[src/rtl/rr_mux_arbiter_pkg.sv]
// Shared types and the round-robin pick helper for rr_mux_arbiter.
package rr_mux_arbiter_pkg;

   // Arbiter has a single decision cycle (IDLE) and a burst phase (GRANT).
   typedef enum logic {
      ARB_IDLE  = 1'b0,
      ARB_GRANT = 1'b1
   } arb_state_t;

   // The pick helper works on a fixed maximum width; callers zero-extend.
   localparam int RR_MAX_N = 32;
   localparam int RR_IDX_W = 5;

   typedef struct packed {
      logic                found;
      logic [RR_IDX_W-1:0] idx;
   } rr_pick_t;

   // First set request at or after ptr, wrapping at n-1 (n need not be 2^k).
   function automatic rr_pick_t rr_pick(input logic [RR_MAX_N-1:0] req,
                                        input logic [RR_IDX_W-1:0] ptr,
                                        input int                  n);
      rr_pick_t r;
      int       j;
      logic     hit;
      r.found = 1'b0;
      r.idx   = '0;
      for (int k = 0; k < RR_MAX_N; k++) begin
         j       = int'(ptr) + k;
         j       = (j >= n) ? (j - n) : j;
         hit     = (k < n) && !r.found && req[j[RR_IDX_W-1:0]];
         r.idx   = hit ? j[RR_IDX_W-1:0] : r.idx;
         r.found = r.found | hit;
      end
      return r;
   endfunction

endpackage

[src/rtl/mux.sv]
// N:1 single-bit combinational mux; out-of-range selects return 0.
module mux #(
   parameter int N   = 4,
   parameter int SEL = $clog2(N)
) (
   input  logic [N-1:0]   mux_din,
   input  logic [SEL-1:0] mux_sel,
   output logic           mux_dout
);

   // OR-reduce the selected bit so no index ever leaves the din range.
   always_comb begin
      mux_dout = 1'b0;
      for (int i = 0; i < N; i++) begin
         mux_dout = mux_dout | ((mux_sel == SEL'(i)) & mux_din[i]);
      end
   end

endmodule

[src/rtl/rr_mux_arbiter.sv]
// Burst-limited round-robin owner of a shared N:1 bit channel with a
// valid/ready downstream.
module rr_mux_arbiter
   import rr_mux_arbiter_pkg::*;
#(
   parameter int N         = 4,
   parameter int SEL       = $clog2(N),
   parameter int MAX_BURST = 8
) (
   input  logic           clk,
   input  logic           rst,
   input  logic [N-1:0]   req,
   input  logic [N-1:0]   din,
   input  logic           ready,
   output logic [N-1:0]   gnt,
   output logic [SEL-1:0] mux_sel,
   output logic           dout,
   output logic           dout_valid
);

   localparam int CW = $clog2(MAX_BURST + 1);

   arb_state_t     state_q, state_d;
   logic [SEL-1:0] owner_q, owner_d;
   logic [SEL-1:0] ptr_q, ptr_d;
   logic [CW-1:0]  cnt_q, cnt_d;

   rr_pick_t       pick_s;
   logic           owner_req_s;
   logic           accept_s;
   logic           release_s;
   logic [SEL-1:0] ptr_next_s;

   // Owner's request bit and the one-hot grant, without indexing past N.
   always_comb begin
      owner_req_s = 1'b0;
      for (int i = 0; i < N; i++) begin
         owner_req_s = owner_req_s | ((owner_q == SEL'(i)) & req[i]);
         gnt[i]      = (state_q == ARB_GRANT) && (owner_q == SEL'(i));
      end
   end

   // Handshake, release decision and the wrapped next-priority index.
   always_comb begin
      pick_s     = rr_pick(RR_MAX_N'(req), RR_IDX_W'(ptr_q), N);
      dout_valid = (state_q == ARB_GRANT) & owner_req_s;
      accept_s   = dout_valid & ready;
      release_s  = !owner_req_s || (accept_s && (cnt_q == CW'(MAX_BURST - 1)));
      ptr_next_s = (owner_q == SEL'(N - 1)) ? '0 : (owner_q + SEL'(1));
      mux_sel    = owner_q;
   end

   // Next-state logic: arbitrate in IDLE, count beats and release in GRANT.
   always_comb begin
      state_d = state_q;
      owner_d = owner_q;
      ptr_d   = ptr_q;
      cnt_d   = cnt_q;
      case (state_q)
         ARB_IDLE: begin
            if (pick_s.found) begin
               owner_d = SEL'(pick_s.idx);
               cnt_d   = '0;
               state_d = ARB_GRANT;
            end else begin
               state_d = ARB_IDLE;
            end
         end
         ARB_GRANT: begin
            if (release_s) begin
               state_d = ARB_IDLE;
               ptr_d   = ptr_next_s;
               cnt_d   = '0;
            end else if (accept_s) begin
               cnt_d = cnt_q + CW'(1);
            end else begin
               cnt_d = cnt_q;
            end
         end
         default: begin
            state_d = ARB_IDLE;
         end
      endcase
   end

   // State registers with synchronous reset; reset wins over any beat.
   always_ff @(posedge clk) begin
      if (rst) begin
         state_q <= ARB_IDLE;
         owner_q <= '0;
         ptr_q   <= '0;
         cnt_q   <= '0;
      end else begin
         state_q <= state_d;
         owner_q <= owner_d;
         ptr_q   <= ptr_d;
         cnt_q   <= cnt_d;
      end
   end

   mux #(
      .N   (N),
      .SEL (SEL)
   ) u_mux (
      .mux_din  (din),
      .mux_sel  (owner_q),
      .mux_dout (dout)
   );

endmodule

[config.mk]
export PLATFORM = sky130hd
export DESIGN_NAME = rr_mux_arbiter
export DESIGN_NICKNAME = d
export VERILOG_FILES = /design/src/rtl/rr_mux_arbiter_pkg.sv /design/src/rtl/mux.sv /design/src/rtl/rr_mux_arbiter.sv
export SDC_FILE = /design/constraint.sdc
export NUM_CORES = 1
export LEC_CHECK = 0
export CORE_MARGIN = 5
export CORE_UTILIZATION = 40
export DETAILED_ROUTE_END_ITERATION = 12
export DONT_BUFFER_PORTS = 1
export PLACE_DENSITY = 0.55
export SLEW_MARGIN = 20
export SYNTH_ARGS = -nofsm -noshare
export SYNTH_HDL_FRONTEND = slang
export SYNTH_HIERARCHICAL = 1
export SYNTH_SLANG_ARGS = --single-unit
[constraint.sdc]
create_clock -name clk -period 5.38 [get_ports clk]
set_clock_uncertainty 0.15 [all_clocks]
set_input_delay 1.345 -clock clk [delete_from_list [all_inputs] [get_ports clk]]
set_output_delay 1.345 -clock clk [all_outputs]
set_load 0.02 [all_outputs]
Yosys cells after proc, flatten, opt, wreduce, memory -nomap -nowiden
Index checks and enable logic that the tools add are counted.

storage, ports and cells
  bits of input ports = 11
  logic and storage cells = 88
  output and inout bits = 8
  bits in registers = 9

operators by class
  equality and inequality tests = 6
  magnitude comparators = 8
  add/subtract/negate cells = 9
  muxes and demuxes = 24
  reductions and logical operators = 17
  bitwise logic cells = 20

operators with widths
  kind                                                                                 count
  5-bit by 6-bit < comparator with 1-bit output, second input constant                 4
  1-bit binary-select mux with 5-bit select                                            4
  5-bit two-way mux                                                                    4
  4-bit two-way mux                                                                    3
  3-bit by 3-bit subtractor with 4-bit output, second input constant                   3
  1-bit bitwise AND                                                                    10
  2-bit two-way mux                                                                    5
  3-bit greater-or-equal comparator, second input constant                             3
  1-bit OR                                                                             9
  1-bit logical AND                                                                    8
  4-bit case mux with 2 select lines                                                   1
  2-bit by 2-bit adder with 3-bit output, second input constant                        2
  1-bit two-way mux                                                                    6
  2-bit AND reduction                                                                  3
  4-bit by 1-bit adder with 4-bit output, second input constant                        1
  2-bit == test, second input constant                                                 2
  4-bit by 3-bit == test with 1-bit output, second input constant                      1
  1-bit zero test                                                                      4
  2-bit by 3-bit subtractor with 4-bit output, second input constant                   1
  2-bit by 1-bit adder with 3-bit output, second input constant                        1
  2-bit by 3-bit greater-or-equal comparator with 1-bit output, second input constant  1
  3-bit by 1-bit inequality test with 1-bit output, second input constant              1
  2-bit by 1-bit adder with 2-bit output, second input constant                        1
  2-bit by 1-bit == test with 1-bit output, second input constant                      1
  other kinds (5)                                                                      5

Logic depth before layout (Yosys ltp)
  depth in word-level cells = 15
  depth in mapped cells = 8
  mapped depth without buffers = 7

Hierarchy
Netlist, hierarchy kept.

modules (own cells, without submodules)
  module          instances  seq. area each (um^2)  cells each  area an instance (um^2)
  rr_mux_arbiter  1          180.2                  92          800.8
  mux             1          0.0                    1           22.5

Worst setup path before layout
OpenSTA, ideal clock, no wires.

  path type = input -> output
  start = input port req[1]
  end = output port dout_valid
  stages = 3
  setup slack = 1.954 ns
  required time = 3.885 ns
  arrival time = 1.931 ns
  buffers on the path = 0
  path through = a22o_1 > nor2_1 > nor2_1

on the way
  longest elaborated chain between the ends = 5

RTL lines
  element                 line                  RTL
  start: declaration      rr_mux_arbiter.sv:12  input logic [N-1:0] req,
  1-bit bitwise AND       rr_mux_arbiter.sv:38  owner_req_s = owner_req_s | ((owner_q == SEL'(i)) & req[i]);
  1-bit OR (3 in series)  rr_mux_arbiter.sv:38
  1-bit bitwise AND       rr_mux_arbiter.sv:46  dout_valid = (state_q == ARB_GRANT) & owner_req_s;
  end: declaration        rr_mux_arbiter.sv:18  output logic dout_valid

Every way passes these cells.

Final worst setup path
Same ends and word-level chain as after synthesis.

==> flow_results.xml <==
<?xml version="1.0" encoding="UTF-8"?>
<metrics>
  <group name="synth">
    <metric name="synth_ff_type" unit="">dfxtp_1</metric>
    <metric name="avg_synthesized_cell_area" unit="sq um">8.85</metric>
    <metric name="yosys.area.top_type_share" unit="%">21.9</metric>
    <metric name="netlist_top_cells_area" unit="">dfxtp_1 (22%), ha_1 (14%), mux4_2 (5.5%)</metric>
    <metric name="synth_enable_flop_cells" unit="">0</metric>
    <metric name="ys_seq_elements" unit="">9</metric>
    <metric name="synth-warning-count" unit="">6</metric>
    <metric name="async_flop_share" unit="%">0</metric>
    <metric name="synth_cells" unit="">93</metric>
    <metric name="postSynthNetCount" unit="">113</metric>
    <metric name="synth_top_cell_by_area" unit="">dfxtp_1</metric>
    <metric name="seq_area_frac_synth" unit="%">21.9</metric>
    <metric name="mappedNetlistArea" unit="sq um">823</metric>
    <metric name="synth.distinct_cells" unit="">36</metric>
  </group>
  <group name="detailed_routing">
    <metric name="vias_per_cell" unit="">5.72</metric>
    <metric name="detailedRoute.firstIterationViolations" unit="">12</metric>
    <metric name="drt.antenna.violating_nets" unit="">0</metric>
    <metric name="detail_route.first_pass.iterations" unit="">4</metric>
    <metric name="drt-total-wl" unit="um">1690</metric>
    <metric name="detailroute.via_count" unit="">698</metric>
    <metric name="post_detailed_route_drc_marker_count" unit="">0</metric>
    <metric name="detail_route.wl_per_cell" unit="um">13.9</metric>
  </group>
  <group name="critical_path">
    <metric name="reg_to_reg_critical_path_endpoint" unit="">cnt_q[0]</metric>
    <metric name="crit_path_max_fanout" unit="">6</metric>
    <metric name="timing.reg2reg.worst_path_depth" unit="">7</metric>
    <metric name="critical-path-max-stage-delay" unit="ns">0.46</metric>
    <metric name="worst_ep_arrival_time" unit="ns">2.02</metric>
    <metric name="number_of_buffers_and_inverters_on_the_critical_path" unit="">0</metric>
    <metric name="worstSetupStartpointType" unit="">input port</metric>
    <metric name="timing_worst_setup_path_type" unit="">in -&gt; out</metric>
    <metric name="path_common_cell" unit="">nor2_1</metric>
    <metric name="reg2reg_slack" unit="ns">2.95</metric>
    <metric name="critical_path.reg2reg.startpoint" unit="">ptr_q[0]</metric>
    <metric name="timing.critical_path.required" unit="ns">3.88</metric>
    <metric name="cell_with_the_largest_stage_delay_on_the_worst_path" unit="">nor2_1</metric>
    <metric name="cpLargestDelayFamily" unit="">simple AND/OR/NAND/NOR gates</metric>
    <metric name="critPathCaptureType" unit="">output port</metric>
    <metric name="cells_along_the_critical_path" unit="">a22o_1 -&gt; nor2_1 -&gt; nor2_1</metric>
  </group>
  <group name="sta">
    <metric name="final_max_slew_viol_count" unit="">0</metric>
    <metric name="max_freq" unit="MHz">285</metric>
    <metric name="max_slew.worst_pin.slew" unit="ns">0.602</metric>
    <metric name="grt_setup_unrepaired" unit="">no</metric>
    <metric name="final_critical_period" unit="ns">3.51</metric>
    <metric name="slew_headroom" unit="%">59.7</metric>
    <metric name="report.final.hold_viol_count" unit="">0</metric>
    <metric name="setup_viol" unit="">0</metric>
    <metric name="tns" unit="ns">0</metric>
    <metric name="timing.hold.ws" unit="ns">0.345</metric>
    <metric name="final_min_period_over_clock_period" unit="%">65.3</metric>
  </group>
  <group name="clock_network">
    <metric name="ctsResizeCount" unit="">0</metric>
    <metric name="clk_root_buffer_cell" unit="">clkbuf_4</metric>
    <metric name="cts-root-to-sink-buffers" unit="">2</metric>
    <metric name="clock_latency" unit="ns">0.26</metric>
    <metric name="postCtsSetupBuffers" unit="">0</metric>
    <metric name="holdBufCountCts" unit="">0</metric>
    <metric name="clk_sinks" unit="">9</metric>
    <metric name="tritoncts_clock_tree" unit="">done</metric>
    <metric name="cts_max_level" unit="">1</metric>
    <metric name="clkSlewWorstSetupHoldPaths" unit="ns">0.06</metric>
    <metric name="cts_buffers" unit="">3</metric>
  </group>
  <group name="grt">
    <metric name="globalRoute.busiestLayer" unit="">met2</metric>
    <metric name="met1_usage" unit="%">14.7</metric>
    <metric name="grtUsageMet3" unit="%">3.26</metric>
    <metric name="first_global_vias" unit="">666</metric>
    <metric name="grt_pass1_wl" unit="um">2980</metric>
    <metric name="groute.usage.overall" unit="%">12.0</metric>
    <metric name="grt_antenna_before_repair" unit="">0</metric>
    <metric name="grt_overflow" unit="">0</metric>
    <metric name="grt.met2_usage" unit="%">18.9</metric>
    <metric name="pin_count_of_the_biggest_net_entering_global_routing" unit="">14</metric>
  </group>
  <group name="place">
    <metric name="placed_cells" unit="">118</metric>
    <metric name="globalplace.congestion" unit="">0.796</metric>
    <metric name="dp_hpwl" unit="um">1320</metric>
    <metric name="place.port_buffers" unit="">0</metric>
  </group>
  <group name="pwr">
    <metric name="p_seq_share" unit="%">32.2</metric>
    <metric name="p_total" unit="W">0.000386</metric>
    <metric name="clockPowerShare" unit="%">14.0</metric>
    <metric name="power_density" unit="mW/mm^2">444</metric>
    <metric name="pwr-share-comb" unit="%">53.8</metric>
    <metric name="p_leak" unit="nW">0.335</metric>
    <metric name="intPower" unit="W">0.000203</metric>
    <metric name="sw_frac_of_total" unit="%">47.2</metric>
    <metric name="p_sw" unit="W">0.000182</metric>
    <metric name="vdd_ir_drop_max" unit="V">0.000178</metric>
  </group>
  <group name="die">
    <metric name="total_core_area" unit="sq mm">0.00196</metric>
    <metric name="die_y" unit="um">55.4</metric>
    <metric name="num_rows" unit="">16</metric>
    <metric name="width_of_the_die" unit="um">55.4</metric>
    <metric name="die_area" unit="sq mm">0.00307</metric>
    <metric name="starting_density_of_the_core" unit="%">42.0</metric>
    <metric name="ioPinCount" unit="">19</metric>
  </group>
  <group name="min_path">
    <metric name="hold_class" unit="">reg -&gt; reg</metric>
    <metric name="hold_path_depth" unit="">1</metric>
    <metric name="holdCritStartpoint" unit="">cnt_q[0]</metric>
    <metric name="hold_path_end" unit="">cnt_q[0]</metric>
  </group>
  <group name="status">
    <metric name="status" unit="">finished, final reports clean</metric>
  </group>
  <group name="cells_and_area">
    <metric name="antenna_cells" unit="">0</metric>
    <metric name="filler_cell_count_in_the_final_layout" unit="">213</metric>
    <metric name="drive_gt1_share" unit="%">12.6</metric>
    <metric name="layout.nets" unit="">116</metric>
    <metric name="layout.cells.most_common_list" unit="">ha_1 (9), dfxtp_1 (9), inv_1 (8), nand2_1 (8), a21oi_1 (6)</metric>
    <metric name="final_util" unit="%">44.3</metric>
    <metric name="syn_to_final_growth" unit="%">5.47</metric>
    <metric name="finalNonFillerCells" unit="">122</metric>
  </group>
  <group name="job">
    <metric name="max_cap_viol_count" unit="">0</metric>
  </group>
</metrics>
[worst max path at each step]
stage	start	end	slack [ns]	cells after the start
CTS	req[1]	dout_valid	1.87	3
floorplan	req[1]	dout_valid	1.95	3
finish	req[1]	dout_valid	1.87	3
global route	req[1]	dout_valid	1.83	3
global placement	req[1]	dout_valid	1.87	3
detailed placement	req[1]	dout_valid	1.87	3
[cells in the mapped netlist, types with 2 or more instances]
| library cell | n |
|---|---|
| mux2i_1 | 4 |
| and2_1 | 4 |
| nand2_1 | 8 |
| nor2b_1 | 2 |
| a31oi_1 | 2 |
| a22o_1 | 2 |
| ha_1 | 9 |
| dfxtp_1 | 9 |
| o21ai_0 | 4 |
| nand2b_1 | 3 |
| inv_1 | 8 |
| mux2_2 | 3 |
| a21oi_1 | 6 |
| mux4_2 | 2 |
| nor3_1 | 2 |
| or3_1 | 2 |
| nor2_1 | 4 |
[registers in the layout, summed over array words and instances, names as in the netlist]
register,cells
cnt_q,4
mux_sel,2
ptr_q,2
state_q,1
[metal layers]
layer	share of wire [%]	routed length (um)	vias up
met2	46	781	23
met1	48	811	325
met4	0.65	11	0
met5	0	0	-
met3	5.1	87	2
li1	-	-	348
[cells by family after synthesis]
group | after synthesis | share of synthesized area (%)
adders and majority gates | 9 | 13.7
AOI/OAI and AO/OA | 23 | 19.8
DFF | 9 | 21.9
muxes | 10 | 17.6
xor gates and xnor gates | 1 | 1.06
buffers and inverters | 10 | 5.47
and+or+nand+nor | 31 | 20.5
[through the flow]
stage / setup WS (ns) / cell area, sq um
after global placement: 1.87 / 842
after CTS: 1.87 / 868
after global routing: 1.83 / 868
final: 1.87 / 868
after detailed placement: 1.87 / 842
after floorplan: 1.95 / 823
[layout make-up]
cell class              count  area [sq um]  area share [%]
flip-flops and latches      9           180            20.7
multi-input cells          74           598            68.9
well taps                  27          33.8            3.89
clock buffers               4          26.3            3.03
inverters                   8          30.0            3.46
[power groups by stage]
stage	registers [W]	clock network [W]	logic [W]
final	0.000124	0.0000538	0.000207
after floorplan	0.000111	0	0.000189
after global placement	0.000126	0	0.000207
after detailed placement	0.000126	0	0.000208
after CTS	0.000125	0.0000533	0.000209
after global routing	0.000130	0.0000576	0.000233
Power figures use the tool's default switching activity.
